### src/rtl/seq_mult_pkg.sv
// Shared types and helpers for the iterative shift-add multiplier.
package seq_mult_pkg;

  typedef enum logic [1:0] {
    IDLE = 2'd0,
    BUSY = 2'd1,
    DONE = 2'd2
  } state_t;

  // Edges from acceptance to out_valid; one multiplier bit per edge.
  function automatic int mult_latency(input int width);
    return width;
  endfunction

  // p holds a zero-extended 2*width-bit product.
  function automatic logic mult_ovf(input logic [63:0] p, input int width, input logic sgn);
    logic [63:0] hi;
    logic [63:0] mask;
    if (sgn) begin
      hi   = p >> (width - 1);
      mask = (64'd1 << (width + 1)) - 64'd1;
      return !((hi == 64'd0) || (hi == mask));
    end else begin
      hi = p >> width;
      return hi != 64'd0;
    end
  endfunction

endpackage

### src/rtl/twos_abs_neg.sv
// Conditional two's-complement negate: magnitude on the way in, sign restore on the way out.
module twos_abs_neg #(
  parameter int W = 8
) (
  input  logic [W-1:0] x,
  input  logic         neg,
  output logic [W-1:0] y
);

  assign y = neg ? -x : x;

endmodule

### src/rtl/seq_mult.sv
// Iterative WIDTH-cycle shift-add multiplier, signed or unsigned per operation,
// with valid/ready handshakes on operand and result sides.
module seq_mult
  import seq_mult_pkg::*;
#(
  parameter  int WIDTH = 8,
  localparam int CNT_W = $clog2(WIDTH + 1)
) (
  input  logic               clk,
  input  logic               rst_n,
  input  logic               in_valid,
  output logic               in_ready,
  input  logic [WIDTH-1:0]   a,
  input  logic [WIDTH-1:0]   b,
  input  logic               is_signed,
  output logic               out_valid,
  input  logic               out_ready,
  output logic [2*WIDTH-1:0] product,
  output logic               ovf
);

  localparam int         LAT  = mult_latency(WIDTH);
  localparam [CNT_W-1:0] LAST = CNT_W'(LAT - 1);

  // Handshake: a transfer happens on a rising edge where valid && ready;
  // producers hold valid and data until that edge.
  state_t               state;
  logic [CNT_W-1:0]     cnt;
  logic [2*WIDTH-1:0]   acc;
  logic [2*WIDTH-1:0]   mcand;
  logic [WIDTH-1:0]     mplier;
  logic                 neg_q;
  logic                 sgn_q;

  logic [WIDTH-1:0]     abs_a;
  logic [WIDTH-1:0]     abs_b;
  logic [2*WIDTH-1:0]   acc_next;
  logic [2*WIDTH-1:0]   p_next;
  logic                 load;

  twos_abs_neg #(.W(WIDTH)) u_abs_a (
    .x   (a),
    .neg (is_signed & a[WIDTH-1]),
    .y   (abs_a)
  );

  twos_abs_neg #(.W(WIDTH)) u_abs_b (
    .x   (b),
    .neg (is_signed & b[WIDTH-1]),
    .y   (abs_b)
  );

  assign acc_next = mplier[0] ? (acc + mcand) : acc;

  twos_abs_neg #(.W(2 * WIDTH)) u_neg_p (
    .x   (acc_next),
    .neg (neg_q),
    .y   (p_next)
  );

  assign in_ready  = (state == IDLE) || ((state == DONE) && out_ready);
  assign out_valid = (state == DONE);
  assign load      = in_valid && in_ready;

  always_ff @(posedge clk or negedge rst_n) begin
    if (!rst_n) begin
      state   <= IDLE;
      cnt     <= '0;
      acc     <= '0;
      mcand   <= '0;
      mplier  <= '0;
      neg_q   <= 1'b0;
      sgn_q   <= 1'b0;
      product <= '0;
      ovf     <= 1'b0;
    end else if (load) begin
      // Also covers the DONE hand-off: the old result retires on this edge.
      sgn_q  <= is_signed;
      neg_q  <= is_signed && (a[WIDTH-1] ^ b[WIDTH-1]);
      mcand  <= {{WIDTH{1'b0}}, abs_a};
      mplier <= abs_b;
      acc    <= '0;
      cnt    <= '0;
      state  <= BUSY;
    end else begin
      case (state)
        BUSY: begin
          acc    <= acc_next;
          mcand  <= mcand << 1;
          mplier <= mplier >> 1;
          cnt    <= cnt + CNT_W'(1);
          if (cnt == LAST) begin
            product <= p_next;
            ovf     <= mult_ovf(64'(p_next), WIDTH, sgn_q);
            state   <= DONE;
          end
        end
        DONE: begin
          if (out_ready) state <= IDLE;
        end
        default: ;
      endcase
    end
  end

endmodule

### config.mk
export PLATFORM = sky130hd
export DESIGN_NAME = seq_mult
export DESIGN_NICKNAME = d
export VERILOG_FILES = /design/src/rtl/seq_mult_pkg.sv /design/src/rtl/twos_abs_neg.sv /design/src/rtl/seq_mult.sv
export SDC_FILE = /design/constraint.sdc
export NUM_CORES = 1
export LEC_CHECK = 0
export BUFFER_PORTS_ARGS = -buffer_cell sky130_fd_sc_hd__buf_2
export CORE_AREA = 2 2 108 110
export DETAILED_ROUTE_END_ITERATION = 16
export DIE_AREA = 0 0 110 112
export GPL_TIMING_DRIVEN = 0
export PLACE_DENSITY = 0.61
export SYNTH_ARGS = -nofsm -noshare
export SYNTH_HDL_FRONTEND = slang
export SYNTH_HIERARCHICAL = 1
export SYNTH_SLANG_ARGS = --single-unit
### constraint.sdc
create_clock -name clk -period 4.8 [get_ports clk]
set_clock_uncertainty 0.15 [all_clocks]
set_input_delay 0.72 -clock clk [delete_from_list [all_inputs] [get_ports clk]]
set_output_delay 0.72 -clock clk [all_outputs]
set_load 0.02 [all_outputs]
==> results.txt, run 1 <==
Status: complete, no violations
Diode count: 0
Nets: 572
Crit Path Class: reg -> reg
First-pass GRT wire length: 17.51 mm
Leakage power total: 2.259 nW
Die Wd: 110 um
Post-synthesis instance total: 481
PortBufs: 39
Critical-path maximum fanout: 4
Crit start category: flop
Crit path top cell by count: o21ai_1
Worst path depth: 15
Num CTS Buffers: 9
Pwr Density: 765.2 nW/um^2
TritonCTS clock tree: done
Final Wtd Congestion: 0.8645
Remaining Overflow, GRT: 0
Final Hold Viols: 0
Syn nets: 522
Total GRT Usage: 18.04%
Vias in the first global route: 3,574
Drt first pass iters: 4
Hold path depth: 2
XOR/XNOR share of the synthesized area: 7.479%
Synth Flop Type: dfrtp_1
Mux contribution to synthesized area: 5.515%
Final HPWL from detailed placement: 7.688 mm
DRC: 0
Hold crit path type: reg -> reg
Via count: 3,632
Post-synthesis adder-cell area fraction: 5.949%
Main combinational cell family by area after synthesis: compound AO/OA/AOI/OAI gates
Root buf cell: clkbuf_16
Largest net degree at the start of global routing: 66
Placed Cells: 663
Period utilisation layout: 89.75%
Initial core utilization: 38.78%
Final instance area: 5052 um^2
Peak supply drop: 0.0002634 V
Mean Syn Cell Area: 9.008 um^2
Vias/cell: 5.349
Worst rel slew slack: 37.19%
Htree depth: 3
Area grow syn2layout: 16.60%
Tmin final: 4.308 ns
Final setup fails: 0
Total wire length: 10.27 mm
Share of layout cells above drive strength 1: 20.71%
Placed instance area: 4710 um^2
Final Non-Filler Cells: 679
CP max stage cell: o31ai_1
Data arrival, critical path: 4.36 ns
WHS: 0.3275 ns
# clock sinks: 65
Postcts setup bufs: 0
Crit path max-delay family: compound AO/OA/AOI/OAI gates
Avg WL per Cell: 15.12 um
Cells on worst reg2reg path: 15
Crit path required time: 4.85 ns
Row Count: 39
I/O Pins: 40
Worst Setup End Kind: flop
CTS Hold Buffers Added: 0
DIE HEIGHT: 112 um
Max-Cap Viols: 0
Final max-slew violation count: 0
CP Cell Sequence: ha_1 -> fa_1 -> a211oi_2 -> o21ai_1 -> a22o_2 -> o21ai_2 -> a21boi_1 -> o31ai_1 -> nor4_1 -> nand2b_1 -> o21ai_1 -> xnor2_1 -> nand4_1 -> o311ai_0 -> o21ai_0
Sequential share of the synthesized area: 37.54%
Fmax: 0.2321 GHz
Post-CTS sizing: 0
Cell Area, Synth: 4333 um^2
Clock latency on the worst-skew pair: 0.33 ns
Synth Area in Compound Gates: 20.62%
Initial antenna violation count: 0
Antenna viol nets, final: 0
Post-synth EDFFs: 0
Synth Area in Simple Gates: 19.12%
Unique masters post-synth: 59
CTS Buffer Depth: 2
Setup TNS: 0 ns
Async set-reset flop share out of synthesis: 100.0%
1st-iter DRT viols: 139
RSZ-0062 raised after global routing: false
Worst-margin pin slew: 0.9342 ns
Sum of buffers and inverters on the critical path: 0
CP max stage delay: 0.73 ns
Core ar.: 11,170 um^2
Yosys reg bits: 65
Yosys warning count: 6
Die area: 12,320 um^2
Worst-path clk slew: 0.06 ns
[flip-flops by register name (all words and copies together) (netlist names)]
signal,flops
product,16
cnt,4
sgn_q,1
state,2
mcand,16
acc,16
ovf,1
mplier,8
neg_q,1
[worst register-to-register path, delay by kind of cell, from the launching register on]
kind                     cells  cell delay (ns)
XOR/XNOR                     1             0.29
AND/OR/NAND/NOR              3             0.43
AO/OA/AOI/OAI                9             2.21
flip-flops                   1             0.40
adder cells (fa/ha/maj)      2             0.70
[stage by stage]
step | power [W] | worst slack, ns | utilization [%]
after floorplan | 0.002561 | 1.162 | -
after global placement | 0.003045 | 0.6392 | 42.12
after detailed placement | 0.003110 | 0.5817 | 42.15
after CTS | 0.003885 | 0.5303 | 45.21
after global routing | 0.004181 | 0.1741 | 45.21
final | 0.003866 | 0.4920 | 45.21
[power by group]
group / switching, W / total (W) / internal, W / leakage (nW)
combinational: 0.00134 / 0.00216 / 0.000819 / 1.27
clock: 0.000249 / 0.000758 / 0.000509 / 0.159
sequential: 0.000169 / 0.000953 / 0.000784 / 0.831
total: 0.00175 / 0.00387 / 0.00211 / 2.26
[worst paths after layout]
kind | to | slack (ns) | start
worst max register to register | ovf$_DFFE_PN0P_ | 0.49 | mcand[0]$_DFFE_PN0P_
max in group asynchronous | mcand[5]$_DFFE_PN0P_ | 3.61 | rst_n
worst max-delay path | ovf$_DFFE_PN0P_ | 0.49 | mcand[0]$_DFFE_PN0P_
worst min-delay path | mplier[6]$_DFFE_PN0P_ | 0.33 | mplier[6]$_DFFE_PN0P_
worst min register to register | mplier[6]$_DFFE_PN0P_ | 0.33 | mplier[6]$_DFFE_PN0P_
min in group asynchronous | mcand[12]$_DFFE_PN0P_ | 0.35 | rst_n
[cells in the final DEF, fill, tap and decap left out, drive strengths merged, types with 2 or more instances in the layout]
master | synthesis | routed
o21bai | 2 | 2
bufinv | 0 | 3
and2 | 4 | 4
nand4 | 4 | 4
o2bb2ai | 4 | 4
nor2 | 20 | 20
o31ai | 12 | 12
a22oi | 13 | 13
xor2 | 7 | 7
o21ai | 48 | 48
clkbuf | 14 | 24
inv | 16 | 17
nor2b | 3 | 3
o21a | 4 | 4
a21o | 5 | 5
mux2 | 20 | 20
dfrtp | 65 | 65
o311ai | 2 | 2
nor3 | 4 | 4
nand2b | 6 | 6
nand2 | 100 | 100
a31oi | 5 | 5
or3 | 5 | 5
nor4 | 6 | 6
a21oi | 16 | 16
nand3 | 19 | 19
ha | 19 | 19
clkinvlp | 0 | 2
buf | 8 | 47
xnor2 | 30 | 30
nand3b | 2 | 2
a211oi | 4 | 4
a21boi | 2 | 2
[metal layers]
metal | vias to the layer above | routed length (um) | global-route usage (%)
met5 | - | 0 | 0
met4 | 0 | 286 | 6.920
met1 | 1733 | 4853 | 24.52
li1 | 1804 | - | -
met2 | 71 | 4757 | 28.02
met3 | 24 | 370 | 3.747
[final cells by class]
cell class | instances | area (um^2)
Buffer | 22 | 100.1
Inverter | 17 | 63.81
Tap cell | 143 | 178.9
Sequential cell | 65 | 1627
Timing Repair Buffer | 39 | 197.7
Clock inverter | 6 | 113.9
Clock buffer | 10 | 229.0
Fill cell | 1070 | 6122
Multi-Input combinational cell | 377 | 2542
[logic make-up (layout without fill, tap and decap cells)]
group	after synthesis	count (layout)
AOI/OAI and AO/OA	124	124
buffers and inverters	39	94
and+or+nand+nor	175	175
DFF	65	65
muxes	21	21
adders and majority gates	20	20
xor gates and xnor gates	37	37
[cell usage after synthesis, types with 4 or more instances]
cell type / number / area (um^2)
a31oi_1: 4 / 25.02
nand2_1: 100 / 375.4
nand2b_1: 6 / 37.54
clkbuf_1: 14 / 52.55
o31ai_1: 7 / 52.55
mux2_2: 19 / 214.0
a21oi_1: 12 / 60.06
and2_1: 4 / 25.02
a21oi_2: 4 / 35.03
nor3_1: 4 / 20.02
inv_1: 15 / 56.30
xor2_1: 7 / 61.31
a21o_1: 5 / 37.54
nor4_1: 5 / 31.28
nand4_1: 4 / 25.02
buf_2: 5 / 25.02
o21a_1: 4 / 30.03
dfrtp_1: 65 / 1627
o21ai_0: 34 / 170.2
xnor2_1: 30 / 262.8
or3_4: 5 / 56.30
ha_1: 19 / 237.7
a22oi_1: 13 / 97.59
nand3_1: 18 / 90.09
o21ai_1: 12 / 60.06
o2bb2ai_1: 4 / 35.03
nor2_1: 18 / 67.56
No activity file was read; power rests on OpenSTA's default activity.
==> inputs of run 2 (changes only) <==
--- a/config.mk
+++ b/config.mk
@@ -6,11 +6,13 @@
 export NUM_CORES = 1
 export LEC_CHECK = 0
 export BUFFER_PORTS_ARGS = -buffer_cell sky130_fd_sc_hd__buf_2
+export CELL_PAD_IN_SITES_DETAIL_PLACEMENT = 0
+export CELL_PAD_IN_SITES_GLOBAL_PLACEMENT = 1
 export CORE_AREA = 2 2 108 110
 export DETAILED_ROUTE_END_ITERATION = 16
 export DIE_AREA = 0 0 110 112
 export GPL_TIMING_DRIVEN = 0
-export PLACE_DENSITY = 0.61
+export PLACE_DENSITY = 0.75
 export SYNTH_ARGS = -nofsm -noshare
 export SYNTH_HDL_FRONTEND = slang
 export SYNTH_HIERARCHICAL = 1
==> results.txt, run 2 (synthesis results as in run 1) <==
Crit Path Class: reg -> reg (unchanged)
HP Start: mplier[2]$_DFFE_PN0P_ (was mplier[6]$_DFFE_PN0P_)
Share of layout cells above drive strength 1: 20.71% (unchanged)
Final HPWL from detailed placement: 7.788 mm (was 7.688 mm)
FILL cells: 1,106 (was 1,070)
Commonest non-fill, non-tap cell in the layout: nand2_1 (unchanged)
Diode count: 0 (unchanged)
WHS: 0.3257 ns (was 0.3275 ns)
First-pass GRT wire length: 17.72 mm (was 17.51 mm)
Row Count: 39 (unchanged)
Post-CTS sizing: 0 (unchanged)
Avg WL per Cell: 15.20 um (was 15.12 um)
Hold path endpoint: mplier[2]$_DFFE_PN0P_ (was mplier[6]$_DFFE_PN0P_)
Biggest regs: acc (16), mcand (16), product (16) (unchanged)
Final max-slew violation count: 0 (unchanged)
Core ar.: 11,170 um^2 (unchanged)
Die area: 12,320 um^2 (unchanged)
Clock latency on the worst-skew pair: 0.33 ns (about the same)
Via count: 3,608 (was 3,632)
Hold path depth: 2 (unchanged)
Max Used Layer: met4 (unchanged)
Vias/cell: 5.314 (was 5.349)
CTS Buffer Depth: 2 (unchanged)
Remaining Overflow, GRT: 0 (unchanged)
Final Hold Viols: 0 (unchanged)
Met3 Wirelength: 445 um (was 370 um)
Total GRT Usage: 18.31% (was 18.04%)
Leakage power total: 2.249 nW (was 2.259 nW)
Final Wtd Congestion: 0.8283 (was 0.8645)
Final setup fails: 0 (unchanged)
RSZ-0062 raised after global routing: false (unchanged)
Crit path from: acc[0]$_DFFE_PN0P_ (was mcand[0]$_DFFE_PN0P_)
Htree depth: 3 (unchanged)
Most frequent cells in the layout: nand2_1 (100), dfrtp_1 (65), buf_2 (43) (unchanged)
DR WL met2: 4.840 mm (was 4.757 mm)
Largest net degree at the start of global routing: 66 (unchanged)
CP max stage delay: 0.70 ns (was 0.73 ns)
DIE HEIGHT: 112 um (unchanged)
Hold crit path type: reg -> reg (unchanged)
Initial antenna violation count: 0 (unchanged)
Antenna viol nets, final: 0 (unchanged)
Register-to-register setup slack: 0.49 ns (about the same)
Cells on worst reg2reg path: 15 (unchanged)
Max-Cap Viols: 0 (unchanged)
CTS Hold Buffers Added: 0 (unchanged)
Worst path depth: 15 (unchanged)
Drt first pass iters: 4 (unchanged)
Sum of buffers and inverters on the critical path: 0 (unchanged)
Root buf cell: clkbuf_16 (unchanged)
Crit path max-delay family: compound AO/OA/AOI/OAI gates (unchanged)
Nets: 572 (unchanged)
Met1 wire length: 4.895 mm (was 4.853 mm)
1st-iter DRT viols: 140 (was 139)
Area grow syn2layout: 15.80% (was 16.60%)
Placed instance area: 4710 um^2 (unchanged)
CP max stage cell: o31ai_1 (unchanged)
Critical-path maximum fanout: 4 (unchanged)
Final instance area: 5017 um^2 (was 5052 um^2)
Vias in the first global route: 3,654 (was 3,574)
Crit path required time: 4.84 ns (was 4.85 ns)
PortBufs: 39 (unchanged)
CP Cell Sequence: ha_1 -> fa_1 -> a211oi_2 -> o21ai_1 -> a22o_2 -> o21ai_2 -> a21boi_1 -> o31ai_1 -> nor4_1 -> nand2b_1 -> o21ai_1 -> xnor2_1 -> nand4_1 -> o311ai_0 -> o21ai_0 (unchanged)
Setup TNS: 0 ns (unchanged)
Crit start category: flop (unchanged)
Crit path top cell by count: o21ai_1 (unchanged)
Die Wd: 110 um (unchanged)
Pwr Density: 750.2 nW/um^2 (was 765.2 nW/um^2)
Final Non-Filler Cells: 679 (unchanged)
Period utilisation layout: 89.84% (was 89.75%)
Worst rel slew slack: 37.59% (was 37.19%)
Worst-path clk slew: 0.06 ns (about the same)
Data arrival, critical path: 4.36 ns (about the same)
Worst-margin pin slew: 0.9282 ns (was 0.9342 ns)
Tmin final: 4.312 ns (was 4.308 ns)
I/O Pins: 40 (unchanged)
Worst Setup End Kind: flop (unchanged)
Initial core utilization: 38.78% (unchanged)
Postcts setup bufs: 0 (unchanged)
Placed Cells: 663 (unchanged)
Total wire length: 10.32 mm (was 10.27 mm)
RR Endpoint: ovf$_DFFE_PN0P_ (unchanged)
TritonCTS clock tree: done (unchanged)
Worst r2r src: acc[0]$_DFFE_PN0P_ (was mcand[0]$_DFFE_PN0P_)
Fmax: 0.2319 GHz (was 0.2321 GHz)
Status: complete, no violations (unchanged)
# clock sinks: 65 (unchanged)
Peak supply drop: 0.0002417 V (was 0.0002634 V)
Num CTS Buffers: 9 (unchanged)
DRC: 0 (unchanged)
run 2: cell count changes in the layout (fill, tap and decap cells not counted):
cell | previous run | this run
bufinv_16 | 3 | 1
clkbuf_8 | 0 | 2
clkinv_2 | 0 | 1
clkinv_4 | 0 | 1
clkinvlp_4 | 2 | 1
inv_6 | 1 | 0
run 2: how the worst max path moves through the flow:
| stage | end | slack (ns) |
|---|---|---|
| final | ovf$_DFFE_PN0P_ | 0.49 |
| after global routing | ovf$_DFFE_PN0P_ | 0.22 |
| after CTS | ovf$_DFFE_PN0P_ | 0.49 |
| after detailed placement | ovf$_DFFE_PN0P_ | 0.53 |
| after global placement | ovf$_DFFE_PN0P_ | 0.56 |
| after floorplan | ovf$_DFFE_PN0P_ | 1.16 |
run 2: per-stage QoR:
| stage | total power, W | util (%) | worst slack, ns |
|---|---|---|---|
| after detailed placement | 0.003095 | 42.15 | 0.5296 |
| after CTS | 0.003791 | 44.90 | 0.4919 |
| after global placement | 0.003048 | 42.12 | 0.5610 |
| after global routing | 0.004109 | 44.90 | 0.2207 |
| after floorplan | 0.002561 | - | 1.162 |
| final | 0.003764 | 44.90 | 0.4876 |
run 2: area by class of cell:
class / count / area [um^2] / area share [%]
Tap cell: 143 / 178.9 / 3.566
Clock inverter: 4 / 51.30 / 1.022
Timing Repair Buffer: 39 / 197.7 / 3.940
Multi-Input combinational cell: 377 / 2542 / 50.67
Clock buffer: 12 / 256.5 / 5.112
Buffer: 22 / 100.1 / 1.995
Sequential cell: 65 / 1627 / 32.42
Inverter: 17 / 63.81 / 1.272
run 2: worst min-delay path, cell delays in order, from the launching register on:
cell and delay [ns]:
dfrtp_1 0.34, nand2_1 0.05, nand2_1 0.05
run 2: metal layers:
metal | up-vias | global-route usage, %
met5 | - | 0
met4 | 0 | 4.641
met3 | 13 | 4.625
met2 | 77 | 29.20
met1 | 1713 | 24.67
li1 | 1805 | -
run 2: power breakdown:
group          internal [W]  switching [W]  leakage [nW]
Combinational      0.000817        0.00131          1.27
Sequential         0.000784       0.000176         0.831
Clock              0.000431       0.000249         0.149
==> inputs of run 3 (changes only) <==
--- a/config.mk
+++ b/config.mk
@@ -12,7 +12,7 @@
 export DETAILED_ROUTE_END_ITERATION = 16
 export DIE_AREA = 0 0 110 112
 export GPL_TIMING_DRIVEN = 0
-export PLACE_DENSITY = 0.75
+export PLACE_DENSITY_LB_ADDON = 0.08
 export SYNTH_ARGS = -nofsm -noshare
 export SYNTH_HDL_FRONTEND = slang
 export SYNTH_HIERARCHICAL = 1
==> results.txt, run 3 (synthesis results as in run 1) <==
Htree depth: 3 (unchanged)
Max-Cap Viols: 0 (unchanged)
Most frequent cells in the layout: nand2_1 (100), dfrtp_1 (65), buf_2 (43) (unchanged)
Area grow syn2layout: 15.80% (unchanged)
Worst rel slew slack: 31.24% (was 37.59%)
Total wire length: 10.80 mm (was 10.32 mm)
Hold crit path type: in -> async (was reg -> reg)
Crit path max-delay family: compound AO/OA/AOI/OAI gates (unchanged)
Period utilisation layout: 91.28% (was 89.84%)
Row Count: 39 (unchanged)
Leakage power total: 2.249 nW (unchanged)
Cells on worst reg2reg path: 15 (unchanged)
PortBufs: 39 (unchanged)
Via count: 3,578 (was 3,608)
Initial core utilization: 38.78% (unchanged)
Clock latency on the worst-skew pair: 0.34 ns (was 0.33 ns)
Postcts setup bufs: 0 (unchanged)
Sequential Area: 1627 um^2 (unchanged)
Register-to-register setup slack: 0.42 ns (was 0.49 ns)
Crit path top cell by count: o21ai_1 (unchanged)
Peak supply drop: 0.0002363 V (was 0.0002417 V)
Diode count: 0 (unchanged)
Crit start category: flop (unchanged)
Total power: 0.003796 W (was 0.003764 W)
Final HPWL from detailed placement: 8.145 mm (was 7.788 mm)
Area of the multi-input gates: 2542 um^2 (unchanged)
First-pass GRT wire length: 17.89 mm (was 17.72 mm)
# clock sinks: 65 (unchanged)
FILL cells: 1,120 (was 1,106)
Biggest regs: acc (16), mcand (16), product (16) (unchanged)
RR Endpoint: ovf$_DFFE_PN0P_ (unchanged)
Num CTS Buffers: 9 (unchanged)
Drt first pass iters: 4 (unchanged)
Vias in the first global route: 3,528 (was 3,654)
Largest net degree at the start of global routing: 66 (unchanged)
I/O Pins: 40 (unchanged)
Post-CTS sizing: 0 (unchanged)
Nets: 572 (unchanged)
Crit Path Class: reg -> reg (unchanged)
Data arrival, critical path: 4.44 ns (was 4.36 ns)
Final Hold Viols: 0 (unchanged)
Critical-path maximum fanout: 4 (unchanged)
Initial antenna violation count: 0 (unchanged)
Die area: 12,320 um^2 (unchanged)
Vias/cell: 5.270 (was 5.314)
DRC: 0 (unchanged)
1st-iter DRT viols: 131 (was 140)
CTS Buffer Depth: 2 (unchanged)
Status: complete, no violations (unchanged)
Root buf cell: clkbuf_16 (unchanged)
Share of layout cells above drive strength 1: 20.71% (unchanged)
Commonest non-fill, non-tap cell in the layout: nand2_1 (unchanged)
Fmax: 0.2282 GHz (was 0.2319 GHz)
Core ar.: 11,170 um^2 (unchanged)
DIE HEIGHT: 112 um (unchanged)
Worst r2r src: mcand[0]$_DFFE_PN0P_ (was acc[0]$_DFFE_PN0P_)
CP Cell Sequence: ha_1 -> fa_1 -> a211oi_2 -> o21ai_1 -> a22o_2 -> o21ai_2 -> a21boi_1 -> o31ai_1 -> nor4_1 -> nand2b_1 -> o21ai_1 -> xnor2_1 -> nand4_1 -> o311ai_0 -> o21ai_0 (unchanged)
Worst-path clk slew: 0.06 ns (about the same)
Setup TNS: 0 ns (unchanged)
RSZ-0062 raised after global routing: false (unchanged)
Avg WL per Cell: 15.91 um (was 15.20 um)
Final setup fails: 0 (unchanged)
Pwr Density: 756.5 nW/um^2 (was 750.2 nW/um^2)
Final Wtd Congestion: 0.8303 (was 0.8283)
Sum of buffers and inverters on the critical path: 0 (unchanged)
Antenna viol nets, final: 0 (unchanged)
TritonCTS clock tree: done (unchanged)
CP max stage delay: 0.69 ns (was 0.70 ns)
Worst-margin pin slew: 1.023 ns (was 0.9282 ns)
Final max-slew violation count: 0 (unchanged)
CP max stage cell: o31ai_1 (unchanged)
Worst Setup End Kind: flop (unchanged)
CTS Hold Buffers Added: 0 (unchanged)
Die Wd: 110 um (unchanged)
Total GRT Usage: 19.06% (was 18.31%)
Remaining Overflow, GRT: 0 (unchanged)
Crit path required time: 4.85 ns (was 4.84 ns)
Tmin final: 4.381 ns (was 4.312 ns)
run 3: cell counts in the layout (fill, tap and decap cells not counted):
No cell type changed its count.
run 3: worst max path at each step:
stage,start,to,depth (start not counted)
2_1_floorplan,acc[0]$_DFFE_PN0P_,ovf$_DFFE_PN0P_,15
3_3_place_gp,mcand[0]$_DFFE_PN0P_,ovf$_DFFE_PN0P_,15
3_5_place_dp,mcand[0]$_DFFE_PN0P_,ovf$_DFFE_PN0P_,15
4_1_cts,mcand[0]$_DFFE_PN0P_,ovf$_DFFE_PN0P_,15
5_1_grt,mcand[0]$_DFFE_PN0P_,ovf$_DFFE_PN0P_,15
6_report,mcand[0]$_DFFE_PN0P_,ovf$_DFFE_PN0P_,15
run 3: report_power, final:
group	internal, W	switching, W	leakage (nW)
combinational	0.000818	0.00133	1.27
sequential	0.000784	0.000178	0.831
clock	0.000430	0.000252	0.149
total	0.00203	0.00176	2.25
run 3: worst reg2reg max path, cell delays in order (launching register included):
cell and delay, ns:
dfrtp_1 0.41, ha_1 0.25, fa_1 0.47, a211oi_2 0.29, o21ai_1 0.13, a22o_2 0.30, o21ai_2 0.14, a21boi_1 0.09
o31ai_1 0.69, nor4_1 0.18, nand2b_1 0.13, o21ai_1 0.07, xnor2_1 0.32, nand4_1 0.14, o311ai_0 0.34, o21ai_0 0.13
run 3: layout make-up:
cell class | instances | share of cell area (%)
clock inverter | 4 | 1.022
buffer | 22 | 1.995
sequential | 65 | 32.42
timing repair buffer | 39 | 3.940
multi-input combinational | 377 | 50.67
tap | 143 | 3.566
inverter | 17 | 1.272
clock buffer | 12 | 5.112
run 3: metrics by stage:
stage	util, %	instance area (um^2)	hold slack [ns]	std cells	setup slack, ns
6_report	44.90	5017	0.3257	679	0.4188
5_1_grt	44.90	5017	0.3679	679	0.1904
4_1_cts	44.90	5017	0.3331	679	0.4166
3_5_place_dp	42.15	4710	0.3190	663	0.4495
3_3_place_gp	42.12	4707	0.3149	663	0.4994
2_1_floorplan	-	4333	0.2744	481	1.162
run 3: routing by layer:
metal	track usage (%)	part of all wire, %	vias up
li1	-	-	1807
met1	25.01	48	1708
met2	31.00	47	54
met4	6.076	1.5	0
met3	4.157	3.2	9
met5	0	0	-
